File: src/rtl/spi_slave.sv
// SPI mode-0 slave: synchronizes ss_n/sck/mosi into clk, shifts bytes MSB first.
// Optional SPI_SLAVE_UNDERRUN_EN adds a tx_underrun pulse on every 8'hFF fill.
module spi_slave (
    input  logic       clk,
    input  logic       rst,
    input  logic       ss_n,
    input  logic       sck,
    input  logic       mosi,
    output logic       miso,
    input  logic [7:0] tx_data,
    input  logic       tx_valid,
    output logic       tx_ack,
    output logic [7:0] rx_data,
    output logic       rx_valid,
`ifdef SPI_SLAVE_UNDERRUN_EN
    output logic       tx_underrun,
`endif
    output logic       busy
);
    typedef enum logic {IDLE, ACTIVE} state_t;

    state_t     r_state, w_state_nxt;
    logic       r_ss_s1, r_ss_s2, r_ss_h;
    logic       r_sck_s1, r_sck_s2, r_sck_h;
    logic       r_mosi_s1, r_mosi_s2;
    logic [1:0] r_arm_dly;
    logic       r_armed;
    logic [7:0] r_tx_sr, w_tx_nxt;
    logic [7:0] r_rx_sr, w_rx_byte;
    logic [2:0] r_cnt;
    logic       r_done;
    logic       r_miso, r_tx_ack, r_rx_valid, r_underrun;
    logic [7:0] r_rx_data;
    logic       w_load;
    logic       w_ss_fall, w_ss_rise, w_sck_rise, w_sck_fall;

    assign w_ss_fall  =  r_ss_h  & ~r_ss_s2;
    assign w_ss_rise  = ~r_ss_h  &  r_ss_s2;
    assign w_sck_rise = ~r_sck_h &  r_sck_s2;
    assign w_sck_fall =  r_sck_h & ~r_sck_s2;
    assign w_rx_byte  = {r_rx_sr[6:0], r_mosi_s2};

    always_ff @(posedge clk) begin
        if (rst) begin
            r_ss_s1   <= 1'b1; r_ss_s2   <= 1'b1; r_ss_h  <= 1'b1;
            r_sck_s1  <= 1'b0; r_sck_s2  <= 1'b0; r_sck_h <= 1'b0;
            r_mosi_s1 <= 1'b0; r_mosi_s2 <= 1'b0;
            r_arm_dly <= 2'b00;
            r_armed   <= 1'b0;
        end else begin
            r_ss_s1   <= ss_n;  r_ss_s2   <= r_ss_s1;  r_ss_h  <= r_ss_s2;
            r_sck_s1  <= sck;   r_sck_s2  <= r_sck_s1; r_sck_h <= r_sck_s2;
            r_mosi_s1 <= mosi;  r_mosi_s2 <= r_mosi_s1;
            r_arm_dly <= {r_arm_dly[0], 1'b1};
            // Once the synchronizer holds real samples, require ss_n seen high so a
            // select still low across reset never looks like a fresh falling edge.
            r_armed   <= r_armed | (r_arm_dly[1] & r_ss_s2);
        end
    end

    always_ff @(posedge clk) begin
        if (rst) r_state <= IDLE;
        else     r_state <= w_state_nxt;
    end

    always_comb begin
        w_state_nxt = r_state;
        w_load      = 1'b0;
        case (r_state)
            IDLE: begin
                if (w_ss_fall && r_armed) begin
                    w_state_nxt = ACTIVE;
                    w_load      = 1'b1;
                end
            end
            ACTIVE: begin
                if (w_ss_rise)                w_state_nxt = IDLE;
                else if (w_sck_fall && r_done) w_load      = 1'b1;
            end
            default: w_state_nxt = IDLE;
        endcase
    end

    always_comb begin
        w_tx_nxt = r_tx_sr;
        if (w_load)
            w_tx_nxt = tx_valid ? tx_data : 8'hFF;
        else if (r_state == ACTIVE && !w_ss_rise && w_sck_fall && !r_done)
            w_tx_nxt = {r_tx_sr[6:0], 1'b0};
    end

    always_ff @(posedge clk) begin
        if (rst) begin
            r_tx_sr    <= 8'h00;
            r_rx_sr    <= 8'h00;
            r_cnt      <= 3'd0;
            r_done     <= 1'b0;
            r_rx_data  <= 8'h00;
            r_rx_valid <= 1'b0;
            r_tx_ack   <= 1'b0;
            r_underrun <= 1'b0;
            r_miso     <= 1'b0;
        end else begin
            r_tx_sr    <= w_tx_nxt;
            r_tx_ack   <= w_load &  tx_valid;
            r_underrun <= w_load & ~tx_valid;
            r_rx_valid <= 1'b0;
            r_miso     <= (w_state_nxt == ACTIVE) ? w_tx_nxt[7] : 1'b0;
            if (r_state == IDLE) begin
                if (w_load) begin
                    r_cnt   <= 3'd0;
                    r_done  <= 1'b0;
                    r_rx_sr <= 8'h00;
                end
            end else if (w_ss_rise) begin
                r_cnt   <= 3'd0;
                r_done  <= 1'b0;
                r_rx_sr <= 8'h00;
            end else if (w_sck_rise) begin
                r_rx_sr <= w_rx_byte;
                r_cnt   <= r_cnt + 3'd1;
                if (r_cnt == 3'd7) begin
                    r_rx_data  <= w_rx_byte;
                    r_rx_valid <= 1'b1;
                    r_done     <= 1'b1;
                end
            end else if (w_sck_fall && r_done) begin
                r_done <= 1'b0;
            end
        end
    end

    assign miso     = r_miso;
    assign tx_ack   = r_tx_ack;
    assign rx_data  = r_rx_data;
    assign rx_valid = r_rx_valid;
    assign busy     = (r_state == ACTIVE);
`ifdef SPI_SLAVE_UNDERRUN_EN
    assign tx_underrun = r_underrun;
`endif
endmodule

File: config.mk
export PLATFORM = sky130hd
export DESIGN_NAME = spi_slave
export DESIGN_NICKNAME = d
export VERILOG_FILES = /design/src/rtl/spi_slave.sv
export SDC_FILE = /design/constraint.sdc
export NUM_CORES = 1
export LEC_CHECK = 0
export BUFFER_PORTS_ARGS = -buffer_cell sky130_fd_sc_hd__buf_2
export CAP_MARGIN = 15
export CORE_UTILIZATION = 33
export DETAILED_ROUTE_END_ITERATION = 10
export SLEW_MARGIN = 20
export SYNTH_ARGS = -nofsm -noshare
export SYNTH_HDL_FRONTEND = slang
export SYNTH_SLANG_ARGS = --single-unit
File: constraint.sdc
create_clock -name clk -period 2.7 [get_ports clk]
set_input_delay 0.54 -clock clk [delete_from_list [all_inputs] [get_ports clk]]
set_output_delay 0.54 -clock clk [all_outputs]
set_load 0.03 [all_outputs]
Word level (Yosys, flattened, before mapping)
Index checks and enable logic that the tools add are counted.
W data, S select, Z words.

word-level totals
  bits in registers = 42
  input bits = 14
  output and inout bits = 12
  logic and storage cells = 80

operators by class
  add/sub/neg operators = 1
  equal/unequal tests = 4
  muxes and demuxes = 25
  bitwise logic cells = 15
  reduce and logical (&&, ||, !) cells = 14

operator list
  cell                   number
  $mux W7                4
  $mux W8                3
  $mux W1                12
  $mux W3                4
  $not A1 Y1             8
  $and A1 B1 Y1          6
  $logic_and A1 B1 Y1    5
  $ne A4 B1 Y1 const B   1
  $ne A4 B3 Y1 const B   1
  $pmux W1 S2            2
  $reduce_and A4 Y1      1
  $reduce_bool A2 Y1     2
  $reduce_or A4 Y1       1
  $add A3 B1 Y3 const B  1
  $eq A3 B3 Y1 const B   1
  $ne A3 B1 Y1 const B   1
  $reduce_and A3 Y1      1
  $logic_not A1 Y1       2
  $reduce_and A2 Y1      1
  $reduce_or A2 Y1       1
  $or A1 B1 Y1           1

Longest topological paths before layout
  depth after elaboration = 8
  mapped depth = 7

Worst setup path after synthesis
No wires, ideal clock.

  path type = reg-to-reg
  from = register r_state (netlist: busy)
  to = register r_tx_sr[6]
  setup time = 0.116 ns
  data arrival time = 1.542 ns
  slack = 1.042 ns
  cell stages (with the launch flop) = 7
  path buffers = 2
  period minus slack after synthesis = 1.658 ns
  path through = dfxtp_1 buf_2 nand3b_1 a21oi_2 or2_1 buf_6 o211a_1

on the way
  cells in the longest elaborated chain, start to end = 4
  elaborated cells on any way between the ends = 7
  classes of those cells = mux (2); bitwise (1); reduce/logical (4)

RTL lines
  item                                             RTL line  RTL
  start: declaration                               22        state_t r_state, w_state_nxt;
  start signal: assignment                         63        else r_state <= w_state_nxt;
  branches (longest 4 deep; another with $mux W8)  n/a
  end signal: assignment                           104       r_tx_sr <= w_tx_nxt;
  end: declaration                                 28        logic [7:0] r_tx_sr, w_tx_nxt;

Parallel ways; which one is timed is not known.
A chain may end at the register's enable or synchronous reset.

Final worst setup path
  from = register r_cnt[0]
  to = register r_rx_data[2] (netlist: rx_data[2])

on the way
  cells in the longest elaborated chain, start to end = 2

RTL lines
  item                         RTL line  RTL
  start: declaration           30        logic [2:0] r_cnt;
  start signal: assignment     121       r_cnt <= r_cnt + 3'd1;
  $eq A3 B3 Y1                 122       if (r_cnt == 3'd7) begin
  $reduce_and A4 Y1 (no line)  n/a
  end signal: assignment       123       r_rx_data <= w_rx_byte;
  end: declaration             33        logic [7:0] r_rx_data;

No other way between the ends.

==> results.txt <==
* Final worst hold slack: 0.412 ns
- Summing the areas of all and, or, nand and nor instances in the mapped netlist gives 20.5% of the synthesized area.
* Internal power: 854 uW
- The worst setup path is captured at a flip-flop.
* Transition at the pin with the smallest max-transition slack: 0.575 ns
- The number of antenna diodes in the final layout is 0.
- Fin nets: 211
- Adder and majority cell fraction of the synthesized area: 1.50%
- Wire length of the first global-routing pass: 5150 um
- For this run, the leading register cell type out of synthesis is dfxtp_1.
* PwrDens: 567 mW/mm2
* Clk pwr share: 37.8%
- In this run, synthesis inferred 0 flip-flops with an integrated enable.
* Number of primary I/O pins: 26
- The first TritonRoute pass finished after 6 iterations.
* Overall Global Routing Usage: 12.8%
- Total number of H-tree levels: 2
- Growth of design area from synthesis to finish: 15.4%
- After synthesis, flip-flops and latches occupy 50.3% of the total area.
* Share of the clock period used by the worst path after layout: 61.0%
* Remaining global-route overflow: 0
- In the routed design, unresolved DRC markers number 0.
* Switch Pwr: 240 uW
- Effective utilization at floorplan: 34.9%
* Area inside the core boundary: 0.00479 mm2
- In this run, synthesis produced a sequential element count of 42.
* Worst path slowest cell: nand4_1
- Setup slack of the worst register-to-register path: 1.05 ns
- Share of post-route cells with drive strength above 1: 24.5%
- For this block, the routed nets add up to 2990 um of wire.
* Layout Cells excl Fill: 263
- Registers are responsible for 58.1% of the overall power.
- Most common cell on crit path: ha_1
- In this run the tightest slew margin relative to its limit is 61.7%.
* Fraction of synthesized area in multiplexers: 4.64%
- Height of the chip: 73.2 um
- Critical Path End: rx_data[2]
- For this run, the slowest stage of the critical path takes 0.41 ns.
- Net count after synthesis: 188
- The cell sitting at the root of the clock tree is a clkbuf_8.
- The most critical setup path has its startpoint at r_cnt[0].
- Cell count after placement: 255
- Synthesized area divided by synthesized cell count: 9.72 um2
- The worst setup path is launched from a flip-flop.
- Largest vdd supply drop: 0.000280 V
* Setup-violating endpoint count in the final report: 0
- Summing all placed instances gives a cell area of 0.00183 mm2.
* Area of the die: 0.00535 mm2
* CTS Hold Bufs: 0
* Startpoint of the lowest-slack register-to-register path: r_cnt[0]
* Number of port buffers: 25
- TritonCTS built the clock tree.
- The worst setup path is of the flip-flop to flip-flop kind.
* Site row count: 25
- After layout, the minimum clock period comes to 1.65 ns.
- After detailed routing, the average wire length per cell comes to 11.4 um.
* Status: finished clean
- With fillers left out, the area of the finished cells amounts to 0.00193 mm2.
- The worst register-to-register path has a depth of 5.
- Clk buf depth: 2
- In this run, the combinational gates consume 4.1% of the power.
* CTS resizes: 0
* Max Fclk: 0.607 GHz
* Number of post-CTS setup repair buffers: 0
- Compound-gate portion of the synthesized area: 18.7%
- Final hold vios: 0
- Iter 0 DRT Violations: 74
- Summed over all failing endpoints, the final setup total negative slack is 0 ns.
* Width of the die: 73.2 um
- During synthesis, Yosys emitted a total of 0 warnings.
* Antenna viol nets, final: 0
* Critical path peak fanout: 10
- Number of global-route vias before repair: 1161
- Capture instance of the worst register-to-register path: rx_data[2]
- Cell-by-cell listing of the critical path: ha_1, ha_1, nand4_1, nand2_1, a21oi_1
- Clock insertion delay at the later pin of the skew report: 0.29 ns
- Net switching is 21.9% of the power.
* Number of antenna violations at the first check in global routing: 0
- XOR/XNOR Fraction of Synth Area: 0%
- In this run, CTS created clock tree buffers numbering 5.
* Total clock sinks: 42
* Clock Skews: 0.00653 ns
- Gate count of the mapped netlist: 172
- After synthesis, the largest family of logic cells by area is simple AND/OR/NAND/NOR gates.
- At the worst endpoint, the arrival time is 1.82 ns.
* Clock transition at the register clock pins on the worst setup and hold paths after CTS: 0.08 ns
- Maximum number of pins on one net before global-route repair: 33
- Using the TritonRoute via totals, the vias-per-cell ratio works out to 4.85.
* Via count: 1276
* Cell Area, Synth: 0.00167 mm2
- The count of final max-slew check failures came to 0.
* Ys async rst share: 0%
* Data required time of the critical path: 2.88 ns
- Number of violations of the max-capacitance limit: 0
* Leakage dissipation: 0.000825 uW
* Routability Congestion: 0.762
- Min-Delay Path Class: flip-flop to flip-flop
- Half-perimeter wire length after placement: 2050 um
- Unrepaired setup endpoints after global routing: no
* Number of distinct standard cells referenced by the synthesized netlist: 40
## layer usage
layer	vias to the layer above	GRT usage, %	part of all wire (%)
met5	-	0	0
met4	0	6.75	2.6
met2	32	18.8	44
met1	579	16.2	49
met3	9	4.70	4.4
li1	656	-	-
## kinds of logic (layout without fill, tap and decap cells)
kind of cell,Yosys count,count (layout)
and+or+nand+nor,64,64
AOI/OAI and AO/OA,43,43
DFF,42,42
buffers and inverters,14,38
muxes,7,7
adders and majority gates,2,2
## power groups by stage
stage / registers, uW / clock network [uW] / logic (uW)
finish: 636 / 414 / 44.9
global route: 637 / 459 / 50.7
CTS: 636 / 430 / 45.9
detailed placement: 650 / 0 / 45.7
global placement: 650 / 0 / 45.0
floorplan: 649 / 0 / 28.8
## critical path: cells and delay by family (launching register included)
| kind | cells | cell delay, ns |
|---|---|---|
| simple gates | 2 | 0.60 |
| compound gates | 1 | 0.08 |
| flops | 1 | 0.35 |
| fa+ha+maj | 2 | 0.49 |
## registers in the layout, summed over array words and instances, names as in the netlist, 2 cells and up
register	flops
rx_data	8
r_rx_sr	7
r_tx_sr	8
r_cnt	3
r_arm_dly	2
## how the worst min path moves through the flow
stage | slack, ns | to | startpoint | cells past startpoint
3_3_place_gp | 0.39 | r_ss_s2 | r_ss_s1 | 1
5_1_grt | 0.40 | r_ss_s1 | ss_n | 2
2_1_floorplan | 0.39 | r_ss_s2 | r_ss_s1 | 1
4_1_cts | 0.41 | r_ss_s2 | r_ss_s1 | 1
3_5_place_dp | 0.39 | r_ss_s2 | r_ss_s1 | 1
6_report | 0.41 | r_ss_s2 | r_ss_s1 | 1
## cell usage in the layout (no fill, tap or decap), types with 3 or more instances in the layout
| cell type | n |
|---|---|
| a21oi_1 | 12 |
| a32oi_1 | 9 |
| buf_2 | 25 |
| clkbuf_8 | 6 |
| dfxtp_1 | 42 |
| mux2_2 | 5 |
| nand2_1 | 9 |
| nand3_1 | 9 |
| nor2_1 | 18 |
| nor2b_1 | 8 |
| o211a_1 | 6 |
| o21ai_0 | 8 |
| or2_2 | 3 |
## cells in the mapped netlist, types with 2 or more instances
cell type	instances	area share, %
nand2_1	9	2.0
nand2b_1	2	0.75
a21oi_1	12	3.6
buf_6	2	1.3
inv_1	2	0.45
dfxtp_1	42	50
a211oi_1	2	0.90
nor2_1	18	4.0
a32oi_1	9	4.7
buf_2	4	1.2
o21ai_0	8	2.4
or2_2	3	1.1
clkbuf_1	5	1.1
nand4_1	2	0.75
ha_1	2	1.5
mux2_2	5	3.4
nor2b_1	8	3.0
or2_1	2	0.75
nand3_1	9	2.7
o211a_1	6	3.6
## metrics by stage
step                power [uW]  util [%]  worst slack, ns
finish                    1090      40.3             1.05
global route              1150      40.3            0.850
CTS                       1110      40.3             1.04
detailed placement         696      38.3             1.04
global placement           695      38.3             1.04
floorplan                  678         -             1.04
## cell type report
class	count	area [um2]
Multi-Input combinational cell	116	758
Timing Repair Buffer	27	140
Inverter	3	11.3
Clock buffer	6	82.6
Fill cell	472	2860
Sequential cell	42	841
Tap cell	67	83.8
Clock inverter	2	12.5
(Power assumes the default switching activity.)
